File: src/rtl/neuron_buffer_loader_if.sv
// -----------------------------------------------------------------------------
// neuron_buffer_loader_if
//
// Bundles the signals of the neuron buffer loader: the load command, the
// incoming word stream and the write-side bus toward the neuron buffer.
//
// Signals
//   start       command strobe (host -> loader)
//   base_addr   first row address of the load (host -> loader)
//   word_count  number of words in the load (host -> loader)
//   s_data      stream word (host -> loader)
//   s_valid     stream word valid (host -> loader)
//   s_ready     loader accepts the word this cycle (loader -> host)
//   address     row address toward the buffer (loader -> buffer)
//   ioInputs    packed buffer I/O bus (loader -> buffer):
//                 [W+depth+1]          ioSelect
//                 [W+depth]            ioWrite
//                 [W+depth-1 -: depth] bank select
//                 [W-1:0]              data
//   busy        load in progress (loader -> host)
//   done        one-cycle completion pulse (loader -> host)
//
// Modports
//   master  host side: drives command and stream, observes everything else
//   slave   the loader itself
// -----------------------------------------------------------------------------
interface neuron_buffer_loader_if #(
  parameter int depth = 2,
  parameter int A     = 7,
  parameter int W     = 16,
  parameter int CW    = 16
);

  logic                 start;
  logic [A-1:0]         base_addr;
  logic [CW-1:0]        word_count;
  logic [W-1:0]         s_data;
  logic                 s_valid;
  logic                 s_ready;
  logic [A-1:0]         address;
  logic [W+depth+1:0]   ioInputs;
  logic                 busy;
  logic                 done;

  modport master (
    output start, base_addr, word_count, s_data, s_valid,
    input  s_ready, address, ioInputs, busy, done
  );

  modport slave (
    input  start, base_addr, word_count, s_data, s_valid,
    output s_ready, address, ioInputs, busy, done
  );

endinterface : neuron_buffer_loader_if

File: src/rtl/neuron_buffer_loader.sv
// -----------------------------------------------------------------------------
// neuron_buffer_loader
//
// Write-side feeder for the neuron buffer. A load command (base row, word
// count) is taken in IDLE; the word stream is then accepted over a
// valid/ready handshake and each word is written to the buffer one cycle
// later, filling banks 0..D-1 of a row before moving to the next row. The
// row address is (base + row) modulo 2^A. ioSelect is held for the whole
// load and done pulses once at completion.
//
// Ports
//   CLK   rising-edge clock
//   RSTn  synchronous active-low reset
//   bus   neuron_buffer_loader_if.slave (command, stream, buffer bus,
//         busy/done)
//
// Build option
//   NEURON_LOADER_ZERO_PAD_EN  when defined, a load whose word count is not
//   a multiple of D is followed by zero writes to the remaining banks of the
//   final row (PAD state), so every touched row is fully written. When
//   undefined the unused banks of the final row are left untouched.
// -----------------------------------------------------------------------------
module neuron_buffer_loader #(
  parameter int depth = 2,
  parameter int A     = 7,
  parameter int W     = 16,
  parameter int CW    = 16
) (
  input  logic                  CLK,
  input  logic                  RSTn,
  neuron_buffer_loader_if.slave bus
);

  localparam int D = 1 << depth;

`ifdef NEURON_LOADER_ZERO_PAD_EN
  typedef enum logic [1:0] {
    S_IDLE = 2'd0,
    S_LOAD = 2'd1,
    S_PAD  = 2'd2,
    S_DONE = 2'd3
  } state_t;
`else
  typedef enum logic [1:0] {
    S_IDLE = 2'd0,
    S_LOAD = 2'd1,
    S_DONE = 2'd3
  } state_t;
`endif

  // ---------------------------------------------------------------------------
  // Registers
  // ---------------------------------------------------------------------------
  state_t          r_state;
  logic [A-1:0]    r_base;        // latched base row address
  logic [CW-1:0]   r_remaining;   // stream words still to be accepted
  logic [depth-1:0] r_bank;       // bank of the next write
  logic [A-1:0]    r_row;         // row offset of the next write

  // Registered bus outputs
  logic            r_io_select;
  logic            r_io_write;
  logic [depth-1:0] r_bank_sel;
  logic [W-1:0]    r_data;
  logic [A-1:0]    r_address;
  logic            r_busy;
  logic            r_done;

  // ---------------------------------------------------------------------------
  // Combinational control
  // ---------------------------------------------------------------------------
  state_t          w_state_next;
  logic            w_accept;      // command taken this cycle
  logic            w_xfer;        // stream word accepted this cycle
  logic            w_pad_write;   // zero word written this cycle
  logic            w_last_word;   // the accepted word is the final one
  logic [depth-1:0] w_bank_inc;
  logic [A-1:0]    w_row_inc;

  assign w_bank_inc  = r_bank + 1'b1;
  assign w_row_inc   = r_row + 1'b1;
  assign w_last_word = (r_remaining == CW'(1));

  // s_ready depends on state only, so it never combinationally loops back
  // through s_valid.
  assign bus.s_ready = (r_state == S_LOAD);

  // NOTE: every signal driven here is given a default before the case
  // statement, so no path leaves one unassigned and no latch is inferred.
  always_comb begin
    w_state_next = r_state;
    w_accept     = 1'b0;
    w_xfer       = 1'b0;
    w_pad_write  = 1'b0;

    case (r_state)
      S_IDLE: begin
        if (bus.start) begin
          w_accept     = 1'b1;
          w_state_next = (bus.word_count == '0) ? S_DONE : S_LOAD;
        end
      end

      S_LOAD: begin
        w_xfer = bus.s_valid;
        if (w_xfer && w_last_word) begin
`ifdef NEURON_LOADER_ZERO_PAD_EN
          // A non-zero bank after this word means the final row is partial.
          w_state_next = (w_bank_inc != '0) ? S_PAD : S_DONE;
`else
          w_state_next = S_DONE;
`endif
        end
      end

`ifdef NEURON_LOADER_ZERO_PAD_EN
      S_PAD: begin
        w_pad_write = 1'b1;
        if (r_bank == '1) begin
          w_state_next = S_DONE;
        end
      end
`endif

      S_DONE: begin
        w_state_next = S_IDLE;
      end

      default: begin
        w_state_next = S_IDLE;
      end
    endcase
  end

  // ---------------------------------------------------------------------------
  // State register
  // ---------------------------------------------------------------------------
  // NOTE: sequential state uses non-blocking assignments so every register
  // samples the values from before the edge, independent of block ordering.
  always_ff @(posedge CLK) begin
    if (!RSTn) begin
      r_state <= S_IDLE;
    end else begin
      r_state <= w_state_next;
    end
  end

  // ---------------------------------------------------------------------------
  // Datapath and output registers
  // ---------------------------------------------------------------------------
  always_ff @(posedge CLK) begin
    if (!RSTn) begin
      r_base      <= '0;
      r_remaining <= '0;
      r_bank      <= '0;
      r_row       <= '0;
      r_io_select <= 1'b0;
      r_io_write  <= 1'b0;
      r_bank_sel  <= '0;
      r_data      <= '0;
      r_address   <= '0;
      r_busy      <= 1'b0;
      r_done      <= 1'b0;
    end else begin
      // Write strobe and completion pulse last one cycle unless re-armed.
      r_io_write <= 1'b0;
      r_done     <= 1'b0;

      if (w_accept) begin
        r_base      <= bus.base_addr;
        r_remaining <= bus.word_count;
        r_bank      <= '0;
        r_row       <= '0;
        r_busy      <= 1'b1;
        // A zero-length load never selects the buffer.
        r_io_select <= (bus.word_count != '0);
      end

      if (w_xfer || w_pad_write) begin
        r_io_write <= 1'b1;
        r_bank_sel <= r_bank;
        r_data     <= w_xfer ? bus.s_data : '0;
        r_address  <= r_base + r_row;   // A-bit sum wraps modulo 2^A
        r_bank     <= w_bank_inc;
        if (r_bank == '1) begin
          r_row <= w_row_inc;
        end
      end

      if (w_xfer) begin
        r_remaining <= r_remaining - 1'b1;
      end

      // The cycle after DONE presents the completion: select and busy drop
      // together with the done pulse, one cycle after the last write.
      if (r_state == S_DONE) begin
        r_done      <= 1'b1;
        r_busy      <= 1'b0;
        r_io_select <= 1'b0;
      end
    end
  end

  // ---------------------------------------------------------------------------
  // Output mapping
  // ---------------------------------------------------------------------------
  assign bus.address  = r_address;
  assign bus.ioInputs = {r_io_select, r_io_write, r_bank_sel, r_data};
  assign bus.busy     = r_busy;
  assign bus.done     = r_done;

endmodule : neuron_buffer_loader

File: src/flat_wrapper.sv
// flat-port wrapper written by rule: the top's interface ports become plain ports
module neuron_buffer_loader_flat 
#(
  parameter int depth = 2,
  parameter int A     = 7,
  parameter int W     = 16,
  parameter int CW    = 16
)
  (CLK, RSTn, bus_start, bus_base_addr, bus_word_count, bus_s_data, bus_s_valid, bus_s_ready, bus_address, bus_ioInputs, bus_busy, bus_done);
  neuron_buffer_loader_if #(.depth(depth), .A(A), .W(W), .CW(CW)) bus_i ();
  input  logic CLK;
  input  logic RSTn;
  input wire logic [$bits(bus_i.start)-1:0] bus_start;
  input wire logic [$bits(bus_i.base_addr)-1:0] bus_base_addr;
  input wire logic [$bits(bus_i.word_count)-1:0] bus_word_count;
  input wire logic [$bits(bus_i.s_data)-1:0] bus_s_data;
  input wire logic [$bits(bus_i.s_valid)-1:0] bus_s_valid;
  output wire logic [$bits(bus_i.s_ready)-1:0] bus_s_ready;
  output wire logic [$bits(bus_i.address)-1:0] bus_address;
  output wire logic [$bits(bus_i.ioInputs)-1:0] bus_ioInputs;
  output wire logic [$bits(bus_i.busy)-1:0] bus_busy;
  output wire logic [$bits(bus_i.done)-1:0] bus_done;
  assign bus_i.start = bus_start;
  assign bus_i.base_addr = bus_base_addr;
  assign bus_i.word_count = bus_word_count;
  assign bus_i.s_data = bus_s_data;
  assign bus_i.s_valid = bus_s_valid;
  assign bus_s_ready = bus_i.s_ready;
  assign bus_address = bus_i.address;
  assign bus_ioInputs = bus_i.ioInputs;
  assign bus_busy = bus_i.busy;
  assign bus_done = bus_i.done;
  neuron_buffer_loader #(.depth(depth), .A(A), .W(W), .CW(CW)) u_core (.CLK(CLK), .RSTn(RSTn), .bus(bus_i));
endmodule
File: config.mk
export PLATFORM = sky130hd
export DESIGN_NAME = neuron_buffer_loader_flat
export DESIGN_NICKNAME = d
export VERILOG_FILES = /design/src/rtl/neuron_buffer_loader_if.sv /design/src/rtl/neuron_buffer_loader.sv /design/src/flat_wrapper.sv
export SDC_FILE = /design/constraint.sdc
export NUM_CORES = 1
export LEC_CHECK = 0
export CAP_MARGIN = 20
export CORE_AREA = 5 5 84 86
export CTS_CLUSTER_SIZE = 24
export DETAILED_ROUTE_END_ITERATION = 10
export DIE_AREA = 0 0 89 91
export PLACE_DENSITY_LB_ADDON = 0.12
export SLEW_MARGIN = 5
export SYNTH_ARGS = -nofsm -noshare
export SYNTH_HDL_FRONTEND = slang
export SYNTH_SLANG_ARGS = --single-unit
File: constraint.sdc
create_clock -name CLK -period 2.3 [get_ports CLK]
set_input_delay 0.46 -clock CLK [delete_from_list [all_inputs] [get_ports CLK]]
set_output_delay 0.46 -clock CLK [all_outputs]
set_load 0.02 [all_outputs]
==> results of run 1 <==
## how the worst min path moves through the flow
stage	end	slack [ns]
after floorplan	u_core.r_base[0]	0.44
after global placement	u_core.r_data[9]	0.44
after detailed placement	u_core.r_data[7]	0.45
after CTS	u_core.r_data[9]	0.46
after global routing	u_core.r_data[15]	0.48
final	u_core.r_data[7]	0.45
## stage by stage
step                  util  worst slack [ns]  std cells  power [uW]  hold slack (ns)
finish              0.6453            0.2757        512        2724           0.4535
global route        0.6453          0.004232        512        2855           0.4800
CTS                 0.6453            0.2686        512        2743           0.4555
detailed placement  0.6092            0.1441        496        1665           0.4465
global placement    0.6092            0.1902        496        1657           0.4408
floorplan                -            0.4193        360        1461           0.4400
## cell type report
type                       count  area [sq um]  area share
clock buffer                  13         158.9     0.03969
clock inverter                 3         65.06     0.01625
inverter                       7         26.28    0.006563
multi-input combinational    263          1558      0.3891
sequential                    63          1261      0.3150
tap                           77         96.34     0.02406
timing repair buffer          86         838.3      0.2094
## power by group
part	switching (uW)	internal, uW	total (uW)
sequential	50.0	1150	1200
combinational	237	213	450
clock	408	669	1080
## cell families after synthesis
group / Yosys count
XOR/XNOR: 3
multiplexers: 1
AND/OR/NAND/NOR: 149
flip-flops: 63
buffers and inverters: 34
AO/OA/AOI/OAI: 99
adder cells (fa/ha/maj): 11
## critical path: stages, from the launching register on
cell and delay [ns]:
dfxtp_1 0.36, ha_1 0.24, fa_1 0.40, a21o_1 0.19, a2111oi_1 0.41, xnor2_1 0.12
a211oi_1 0.23
## metal layers
| layer | track usage | part of all wire |
|---|---|---|
| met5 | 0 | 0 |
| met2 | 0.3063 | 0.45 |
| met1 | 0.2715 | 0.46 |
| met4 | 0.07568 | 0.016 |
| met3 | 0.04163 | 0.075 |
## sequential cells by signal, indices dropped and copies added, names as in the netlist
| signal | flops |
|---|---|
| u_core.r_row | 7 |
| u_core.r_bank | 2 |
| u_core.bus.busy | 1 |
| u_core.r_state | 2 |
| u_core.bus.done | 1 |
| u_core.r_bank_sel | 2 |
| u_core.r_remaining | 16 |
| u_core.r_io_write | 1 |
| u_core.r_base | 7 |
| u_core.r_data | 16 |
| u_core.r_io_select | 1 |
| u_core.bus.address | 7 |
## synthesized netlist by cell type, types with 3 or more instances
| library cell | count |
|---|---|
| a211oi_1 | 4 |
| a21oi_1 | 50 |
| clkbuf_1 | 19 |
| a31oi_1 | 8 |
| o221ai_1 | 3 |
| nand3_1 | 16 |
| nor2_1 | 24 |
| nor4_1 | 5 |
| o311ai_0 | 4 |
| or4_1 | 4 |
| nand2_1 | 69 |
| and3_1 | 3 |
| buf_2 | 4 |
| ha_1 | 10 |
| xnor2_1 | 3 |
| o211ai_1 | 3 |
| o21ai_0 | 7 |
| dfxtp_1 | 63 |
| nand4b_1 | 5 |
| inv_1 | 7 |
| nand4_1 | 4 |
| nor3_1 | 4 |
| a311oi_1 | 3 |
## placed cells by master, fill, tap and decap left out, drive strengths merged, types with 2 or more instances in the layout
| master | netlist | final |
|---|---|---|
| or4 | 4 | 4 |
| nor4 | 7 | 7 |
| a31oi | 8 | 8 |
| nor3b | 3 | 3 |
| clkbuf | 19 | 13 |
| a2bb2oi | 2 | 2 |
| and3 | 3 | 3 |
| nor3 | 4 | 4 |
| nand4 | 5 | 5 |
| nand4b | 5 | 5 |
| nor2 | 24 | 24 |
| or3 | 2 | 2 |
| a32oi | 2 | 2 |
| dfxtp | 63 | 63 |
| buf | 8 | 14 |
| a221oi | 2 | 2 |
| a211oi | 4 | 4 |
| xnor2 | 3 | 3 |
| bufinv | 0 | 2 |
| o21ai | 8 | 8 |
| o311ai | 6 | 6 |
| nand2 | 69 | 69 |
| clkdlybuf4s50 | 0 | 72 |
| a311oi | 3 | 3 |
| o211ai | 3 | 3 |
| a21o | 2 | 2 |
| o221ai | 3 | 3 |
| a21oi | 50 | 50 |
| inv | 7 | 7 |
| nand3 | 16 | 16 |
| ha | 10 | 10 |
==> metrics.txt, run 1 <==
# TYPE chip_impl_metric gauge
chip_impl_metric{name="clkSinkCount",unit=""} 63
chip_impl_metric{name="muxShareOfSynthArea",unit=""} 0.003812
chip_impl_info{name="critical_path.reg2reg.startpoint",value="u_core.r_row[0]"} 1
chip_impl_metric{name="timing.reg2reg.setup_slack",unit="ns"} 0.28
chip_impl_metric{name="worst_r2r_path_depth",unit=""} 6
chip_impl_metric{name="drive_above_1_share",unit=""} 0.07816
chip_impl_info{name="critical_path.startpoint_type",value="register"} 1
chip_impl_metric{name="synth_adder_area_share",unit=""} 0.04913
chip_impl_metric{name="clock.fmax",unit="GHz"} 0.4940
chip_impl_info{name="criticalPathCategory",value="register to register"} 1
chip_impl_metric{name="setup_viol",unit=""} 0
chip_impl_info{name="timing.critical_path.to_type",value="register"} 1
chip_impl_metric{name="worst-endpoint-arrival",unit="ns"} 2.28
chip_impl_info{name="r2r_end",value="u_core.bus.address[6]"} 1
chip_impl_metric{name="netlist.area_leader.share",unit=""} 0.4269
chip_impl_metric{name="ctsHtreeMaxLevel",unit=""} 3
chip_impl_metric{name="fp.dieH",unit="um"} 91
chip_impl_metric{name="portBuffers",unit=""} 72
chip_impl_info{name="setup.worst_path.end",value="u_core.bus.address[6]"} 1
chip_impl_metric{name="syn_nets",unit=""} 414
chip_impl_info{name="synth_top_family_by_area",value="simple AND/OR/NAND/NOR gates"} 1
chip_impl_metric{name="yosys_warnings",unit=""} 0
chip_impl_metric{name="grt_start_max_net_pins",unit=""} 39
chip_impl_metric{name="holdPathStages",unit=""} 2
chip_impl_metric{name="gr-total-overflow",unit=""} 0
chip_impl_metric{name="wl_per_cell",unit="um"} 15.09
chip_impl_metric{name="relSlewSlack",unit=""} 0.6833
chip_impl_metric{name="route.detailed.drc",unit=""} 0
chip_impl_metric{name="dr.pass1.iters",unit=""} 4
chip_impl_info{name="worstHoldStart",value="u_core.r_data[7]"} 1
chip_impl_metric{name="drt-vias-per-instance",unit=""} 5.689
chip_impl_metric{name="post_cts.resized_instances",unit=""} 0
chip_impl_metric{name="synth_enable_flop_cells",unit=""} 0
chip_impl_metric{name="synthCells",unit=""} 360
chip_impl_metric{name="layout.cell_area.non_filler",unit="sq um"} 4004
chip_impl_metric{name="insertedDiodeCount",unit=""} 0
chip_impl_metric{name="floorplan.io_pins",unit=""} 73
chip_impl_metric{name="worst_ep_required_time",unit="ns"} 2.55
chip_impl_metric{name="vdd_drop_max",unit="V"} 0.0003719
chip_impl_metric{name="timing.clock.skew",unit="ns"} 0.007042
chip_impl_metric{name="max_slew.worst_pin.slew",unit="ns"} 0.4735
chip_impl_metric{name="synth-compound-area-share",unit=""} 0.2092
chip_impl_metric{name="path_clk_slew",unit="ns"} 0.07
chip_impl_metric{name="place_congestion",unit=""} 0.8515
chip_impl_metric{name="power.density",unit="nW/um^2"} 680.3
chip_impl_metric{name="synthesis.area_per_instance",unit="sq um"} 8.206
chip_impl_metric{name="power.leakage",unit="uW"} 0.001452
chip_impl_metric{name="max-clock-path-buffers",unit=""} 2
chip_impl_metric{name="detailroute.via_count",unit=""} 2913
chip_impl_info{name="status",value="completed"} 1
chip_impl_metric{name="yosys.area_share.xor_xnor",unit=""} 0.008895
chip_impl_metric{name="yosys_register_bits",unit=""} 63
chip_impl_metric{name="dieArea",unit="sq um"} 8099
chip_impl_metric{name="crit_fanout",unit=""} 5
chip_impl_metric{name="ant_nets",unit=""} 0
chip_impl_metric{name="cts_hold_buffers",unit=""} 0
chip_impl_metric{name="cts_made_buffers",unit=""} 9
chip_impl_metric{name="postPlaceCellArea",unit="sq um"} 3780
chip_impl_info{name="crit_start",value="u_core.r_row[0]"} 1
chip_impl_metric{name="syn_area",unit="sq um"} 2954
chip_impl_metric{name="routed_wl",unit="um"} 7727
chip_impl_metric{name="global_route_wire_length_before_repair",unit="um"} 12940
chip_impl_info{name="post_synth_main_area_contributors",value="dfxtp_1 43%, nand2_1 8.8%, a21oi_1 8.5%, ha_1 4.2%, nor2_1 3.0%"} 1
chip_impl_metric{name="grt_util_all_layers",unit=""} 0.1988
chip_impl_info{name="grt_setup_unrepaired",value="no"} 1
chip_impl_metric{name="area_overhead_vs_synth",unit="%"} 35.54
chip_impl_metric{name="async_reset_ff_frac",unit=""} 0
chip_impl_metric{name="rows",unit=""} 29
chip_impl_metric{name="drtIter0Drc",unit=""} 112
chip_impl_metric{name="postCtsSetupBuffers",unit=""} 0
chip_impl_metric{name="grt_antenna_before_repair",unit=""} 0
chip_impl_metric{name="final.fill_count",unit=""} 554
chip_impl_metric{name="fin_tns_setup",unit="ns"} 0
chip_impl_metric{name="timing_max_transition_violations_final",unit=""} 0
chip_impl_info{name="synth_top_flop_cell",value="dfxtp_1"} 1
chip_impl_metric{name="period_needed",unit="ns"} 2.024
chip_impl_metric{name="placeableCoreArea",unit="sq um"} 6205
chip_impl_metric{name="grt_pass1_vias",unit=""} 2768
chip_impl_info{name="clock_tree_root_buffer_cell",value="clkbuf_8"} 1
chip_impl_metric{name="hold_violations_final",unit=""} 0
chip_impl_info{name="path_category_of_the_worst_min_delay_check",value="register to register"} 1
chip_impl_metric{name="synth-simple-area-share",unit=""} 0.2546
chip_impl_metric{name="final.period_utilization",unit=""} 0.8801
chip_impl_metric{name="ys_types",unit=""} 52
chip_impl_info{name="netlist.top_cell.by_area",value="dfxtp_1"} 1
chip_impl_metric{name="sequential_share_of_the_synthesized_area",unit=""} 0.4269
chip_impl_metric{name="floorplan.die.width",unit="um"} 89
chip_impl_metric{name="num-nets-final",unit=""} 484
chip_impl_metric{name="cap_viol_max_count",unit=""} 0
chip_impl_metric{name="detailedPlacementHpwl",unit="um"} 5563
chip_impl_metric{name="initial_core_utilization",unit=""} 0.4761
chip_impl_metric{name="clkLatencyLatePin",unit="ns"} 0.34
chip_impl_info{name="clock_tree_from_tritoncts",value="done"} 1
Power figures use the tool's default switching activity.
==> run 2, diff against run 1 <==
--- a/config.mk
+++ b/config.mk
@@ -5,13 +5,14 @@
 export SDC_FILE = /design/constraint.sdc
 export NUM_CORES = 1
 export LEC_CHECK = 0
+export ABC_AREA = 1
 export CAP_MARGIN = 20
-export CORE_AREA = 5 5 84 86
+export CORE_AREA = 5 5 86 88
 export CTS_CLUSTER_SIZE = 24
 export DETAILED_ROUTE_END_ITERATION = 10
-export DIE_AREA = 0 0 89 91
+export DIE_AREA = 0 0 91 93
 export PLACE_DENSITY_LB_ADDON = 0.12
-export SLEW_MARGIN = 5
+export SLEW_MARGIN = 0
 export SYNTH_ARGS = -nofsm -noshare
 export SYNTH_HDL_FRONTEND = slang
 export SYNTH_SLANG_ARGS = --single-unit
==> constraint.sdc (replaced) <==
create_clock -name CLK -period 2.3 [get_ports CLK]
set_input_delay 0.46 -clock CLK [delete_from_list [all_inputs] [get_ports CLK]]
set_output_delay 0.46 -clock CLK [all_outputs]
set_load 0.005 [all_outputs]
==> metrics.txt, run 2 <==
# TYPE chip_impl_metric gauge
chip_impl_info{name="status",value="completed"} 1
chip_impl_info{name="holdPathEnd",value="u_core.r_remaining[10]"} 1
chip_impl_metric{name="period_needed",unit="ns"} 1.847
chip_impl_info{name="clock_tree_root_buffer_cell",value="clkbuf_8"} 1
chip_impl_metric{name="grt_pass1_vias",unit=""} 2969
chip_impl_info{name="r2r_end",value="u_core.bus.address[6]"} 1
chip_impl_metric{name="power.leakage",unit="uW"} 0.001789
chip_impl_metric{name="grt_util_all_layers",unit=""} 0.1918
chip_impl_metric{name="placeableCoreArea",unit="sq um"} 6569
chip_impl_metric{name="global_route_wire_length_before_repair",unit="um"} 13410
chip_impl_metric{name="dieArea",unit="sq um"} 8463
chip_impl_metric{name="synthCells",unit=""} 457
chip_impl_metric{name="cap_viol_max_count",unit=""} 0
chip_impl_metric{name="final.period_utilization",unit=""} 0.8031
chip_impl_metric{name="synthesis.area_per_instance",unit="sq um"} 7.001
chip_impl_metric{name="routed_wl",unit="um"} 7939
chip_impl_info{name="path_category_of_the_worst_min_delay_check",value="register to register"} 1
chip_impl_metric{name="fp.dieH",unit="um"} 93
chip_impl_info{name="most_frequent_cells_in_the_layout",value="125 x nand2_1, 72 x clkdlybuf4s50_1, 63 x dfxtp_1"} 1
chip_impl_info{name="layout.cells.most_common",value="nand2_1"} 1
chip_impl_metric{name="drt-vias-per-instance",unit=""} 5.135
chip_impl_metric{name="wl_per_cell",unit="um"} 12.95
chip_impl_metric{name="yosys_warnings",unit=""} 0
chip_impl_metric{name="timing_max_transition_violations_final",unit=""} 0
chip_impl_metric{name="yosys_register_bits",unit=""} 63
chip_impl_metric{name="power.density",unit="nW/um^2"} 663.6
chip_impl_metric{name="postCtsSetupBuffers",unit=""} 0
chip_impl_metric{name="global_route.usage.met3",unit=""} 0.04183
chip_impl_metric{name="crit_fanout",unit=""} 4
chip_impl_info{name="netlist.top_cell.by_area",value="dfxtp_1"} 1
chip_impl_metric{name="drtIter0Drc",unit=""} 130
chip_impl_metric{name="grt_antenna_before_repair",unit=""} 0
chip_impl_metric{name="cts_made_buffers",unit=""} 9
chip_impl_metric{name="rows",unit=""} 30
chip_impl_info{name="clock_tree_from_tritoncts",value="done"} 1
chip_impl_metric{name="timing.clock.skew",unit="ns"} 0.005087
chip_impl_info{name="critical_path.reg2reg.startpoint",value="u_core.r_row[0]"} 1
chip_impl_metric{name="holdPathStages",unit=""} 2
chip_impl_metric{name="met2_usage",unit=""} 0.2915
chip_impl_info{name="critical_path.startpoint_type",value="register"} 1
chip_impl_metric{name="worst_r2r_path_depth",unit=""} 8
chip_impl_info{name="worstHoldStart",value="u_core.r_remaining[10]"} 1
chip_impl_metric{name="ant_nets",unit=""} 0
chip_impl_metric{name="max-clock-path-buffers",unit=""} 2
chip_impl_metric{name="syn_nets",unit=""} 511
chip_impl_info{name="worst_path_slowest_cell",value="clkdlybuf4s50_1"} 1
chip_impl_metric{name="gr-total-overflow",unit=""} 0
chip_impl_metric{name="ys_types",unit=""} 36
chip_impl_metric{name="ctsHtreeMaxLevel",unit=""} 3
chip_impl_info{name="crit_chain",value="nand2_1, inv_1, clkdlybuf4s50_1"} 1
chip_impl_metric{name="path_clk_slew",unit="ns"} 0.07
chip_impl_metric{name="worst_path_largest_cell_delay",unit="ns"} 0.49
chip_impl_info{name="post-synth-top-count-cell",value="nand2_1"} 1
chip_impl_metric{name="clkLatencyLatePin",unit="ns"} 0.34
chip_impl_metric{name="critPathBufInv",unit=""} 2
chip_impl_info{name="worst_path_dominant_cell_family",value="buffers and inverters"} 1
chip_impl_metric{name="relSlewSlack",unit=""} 0.7763
chip_impl_metric{name="async_reset_ff_frac",unit=""} 0
chip_impl_metric{name="fin_tns_setup",unit="ns"} 0
chip_impl_info{name="top_regs",value="u_core.r_data (16), u_core.r_remaining (16)"} 1
chip_impl_metric{name="portBuffers",unit=""} 72
chip_impl_metric{name="floorplan.io_pins",unit=""} 73
chip_impl_info{name="grt_setup_unrepaired",value="no"} 1
chip_impl_metric{name="syn_area",unit="sq um"} 3199
chip_impl_metric{name="route.detailed.drc",unit=""} 0
chip_impl_metric{name="cts_hold_buffers",unit=""} 0
chip_impl_metric{name="netlist.area_leader.share",unit=""} 0.3942
chip_impl_metric{name="place_congestion",unit=""} 0.8600
chip_impl_metric{name="insertedDiodeCount",unit=""} 0
chip_impl_metric{name="grt_start_max_net_pins",unit=""} 27
chip_impl_metric{name="num-nets-final",unit=""} 583
chip_impl_metric{name="dr.pass1.iters",unit=""} 4
chip_impl_metric{name="initial_core_utilization",unit=""} 0.4870
chip_impl_metric{name="worst-endpoint-arrival",unit="ns"} 1.39
chip_impl_metric{name="multi_input_area",unit="sq um"} 1628
chip_impl_metric{name="final.fill_count",unit=""} 619
chip_impl_metric{name="detailroute.via_count",unit=""} 3148
chip_impl_metric{name="worst_ep_required_time",unit="ns"} 1.84
chip_impl_metric{name="timing.reg2reg.setup_slack",unit="ns"} 0.56
chip_impl_metric{name="area_overhead_vs_synth",unit="%"} 30.47
chip_impl_metric{name="final.hold.worst_slack",unit="ns"} 0.4634
chip_impl_metric{name="detailedPlacementHpwl",unit="um"} 5664
chip_impl_info{name="synth_top_flop_cell",value="dfxtp_1"} 1
chip_impl_metric{name="met1_usage",unit=""} 0.2576
chip_impl_metric{name="setup_viol",unit=""} 0
chip_impl_metric{name="max_slew.worst_pin.slew",unit="ns"} 0.3329
chip_impl_info{name="criticalPathCategory",value="register to primary output"} 1
chip_impl_metric{name="clock.fmax",unit="GHz"} 0.5414
chip_impl_metric{name="drive_above_1_share",unit=""} 0.07129
chip_impl_metric{name="hold_violations_final",unit=""} 0
chip_impl_metric{name="vdd_drop_max",unit="V"} 0.0003825
chip_impl_metric{name="area.sequential",unit="sq um"} 1261
chip_impl_metric{name="post_cts.resized_instances",unit=""} 0
chip_impl_metric{name="floorplan.die.width",unit="um"} 91
chip_impl_info{name="timing.critical_path.to_type",value="primary output"} 1
chip_impl_info{name="post_synth_most_frequent_cells",value="125 x nand2_1, 63 x dfxtp_1, 50 x nor2_1"} 1
chip_impl_metric{name="synth_enable_flop_cells",unit=""} 0
chip_impl_metric{name="clkSinkCount",unit=""} 63
chip_impl_info{name="globalRoute.busiestLayer",value="met2"} 1
chip_impl_info{name="post_synth_main_area_contributors",value="dfxtp_1 39%, nand2_1 15%, a21oi_1 7.4%, nor2_1 5.9%, inv_1 4.9%"} 1
chip_impl_metric{name="sequential_share_of_the_synthesized_area",unit=""} 0.3942
## run 2: changes by cell type after synthesis, moves of 5 or more
| cell | delta |
|---|---|
| nand2_1 | +56 |
| o21ai_0 | +15 |
| nand3_1 | +8 |
| inv_1 | +35 |
| buf_6 | +5 |
| clkbuf_1 | -13 |
| nand4b_1 | -5 |
| a31oi_1 | -5 |
| nor2_1 | +26 |
| nor3_1 | +5 |
## run 2: cell families after synthesis
logic type / Yosys count / share of synthesized area
AOI/OAI and AO/OA: 87 / 0.1486
xor gates and xnor gates: 7 / 0.01916
adders and majority gates: 11 / 0.04537
buffers and inverters: 66 / 0.09698
DFF: 63 / 0.3942
and+or+nand+nor: 223 / 0.2957
## run 2: per-layer routing
layer | wire [um] | up-vias
met2 | 3404 | 116
met3 | 602 | 11
met5 | 0 | -
met4 | 111 | 0
met1 | 3821 | 1401
li1 | - | 1620
## run 2: where the power goes
group	leakage (uW)	internal, uW	total (uW)	switching (uW)
Sequential	0.000515	1150	1200	45.8
Clock	0.000109	630	1040	414
Combinational	0.00116	242	527	284
Total	0.00179	2030	2770	744
## run 2: how the worst max path moves through the flow
stage / startpoint / end / slack [ns] / cells after the start
2_1_floorplan: u_core.r_row[0] / u_core.bus.address[6] / 0.79 / 8
3_3_place_gp: bus_s_valid / u_core.bus.address[5] / 0.35 / 7
3_5_place_dp: bus_s_valid / u_core.bus.address[6] / 0.29 / 7
4_1_cts: u_core.r_state[0] / bus_s_ready / 0.44 / 3
5_1_grt: u_core.r_state[0] / bus_s_ready / 0.39 / 3
6_report: u_core.r_state[0] / bus_s_ready / 0.45 / 3
## run 2: stage by stage
stage	area [sq um]	utilization	setup slack [ns]	total power [uW]	std cells
after global routing	4174	0.6354	0.3947	2918	613
after global placement	3963	0.6032	0.3483	1738	598
after detailed placement	3963	0.6032	0.2894	1745	598
after CTS	4174	0.6354	0.4414	2793	613
final	4174	0.6354	0.4528	2770	613
after floorplan	3199	-	0.7889	1548	457
## run 2: worst min-delay path, cell delays in order (launching register included)
cell and delay (ns):
dfxtp_1 0.31, nand2_1 0.06, a21oi_1 0.05
## run 2: cell type report
cell class / count / area share
tap: 80 / 0.02398
clock buffer: 11 / 0.03387
sequential: 63 / 0.3022
inverter: 46 / 0.04137
timing repair buffer: 81 / 0.1918
clock inverter: 4 / 0.01679
multi-input combinational: 328 / 0.3900
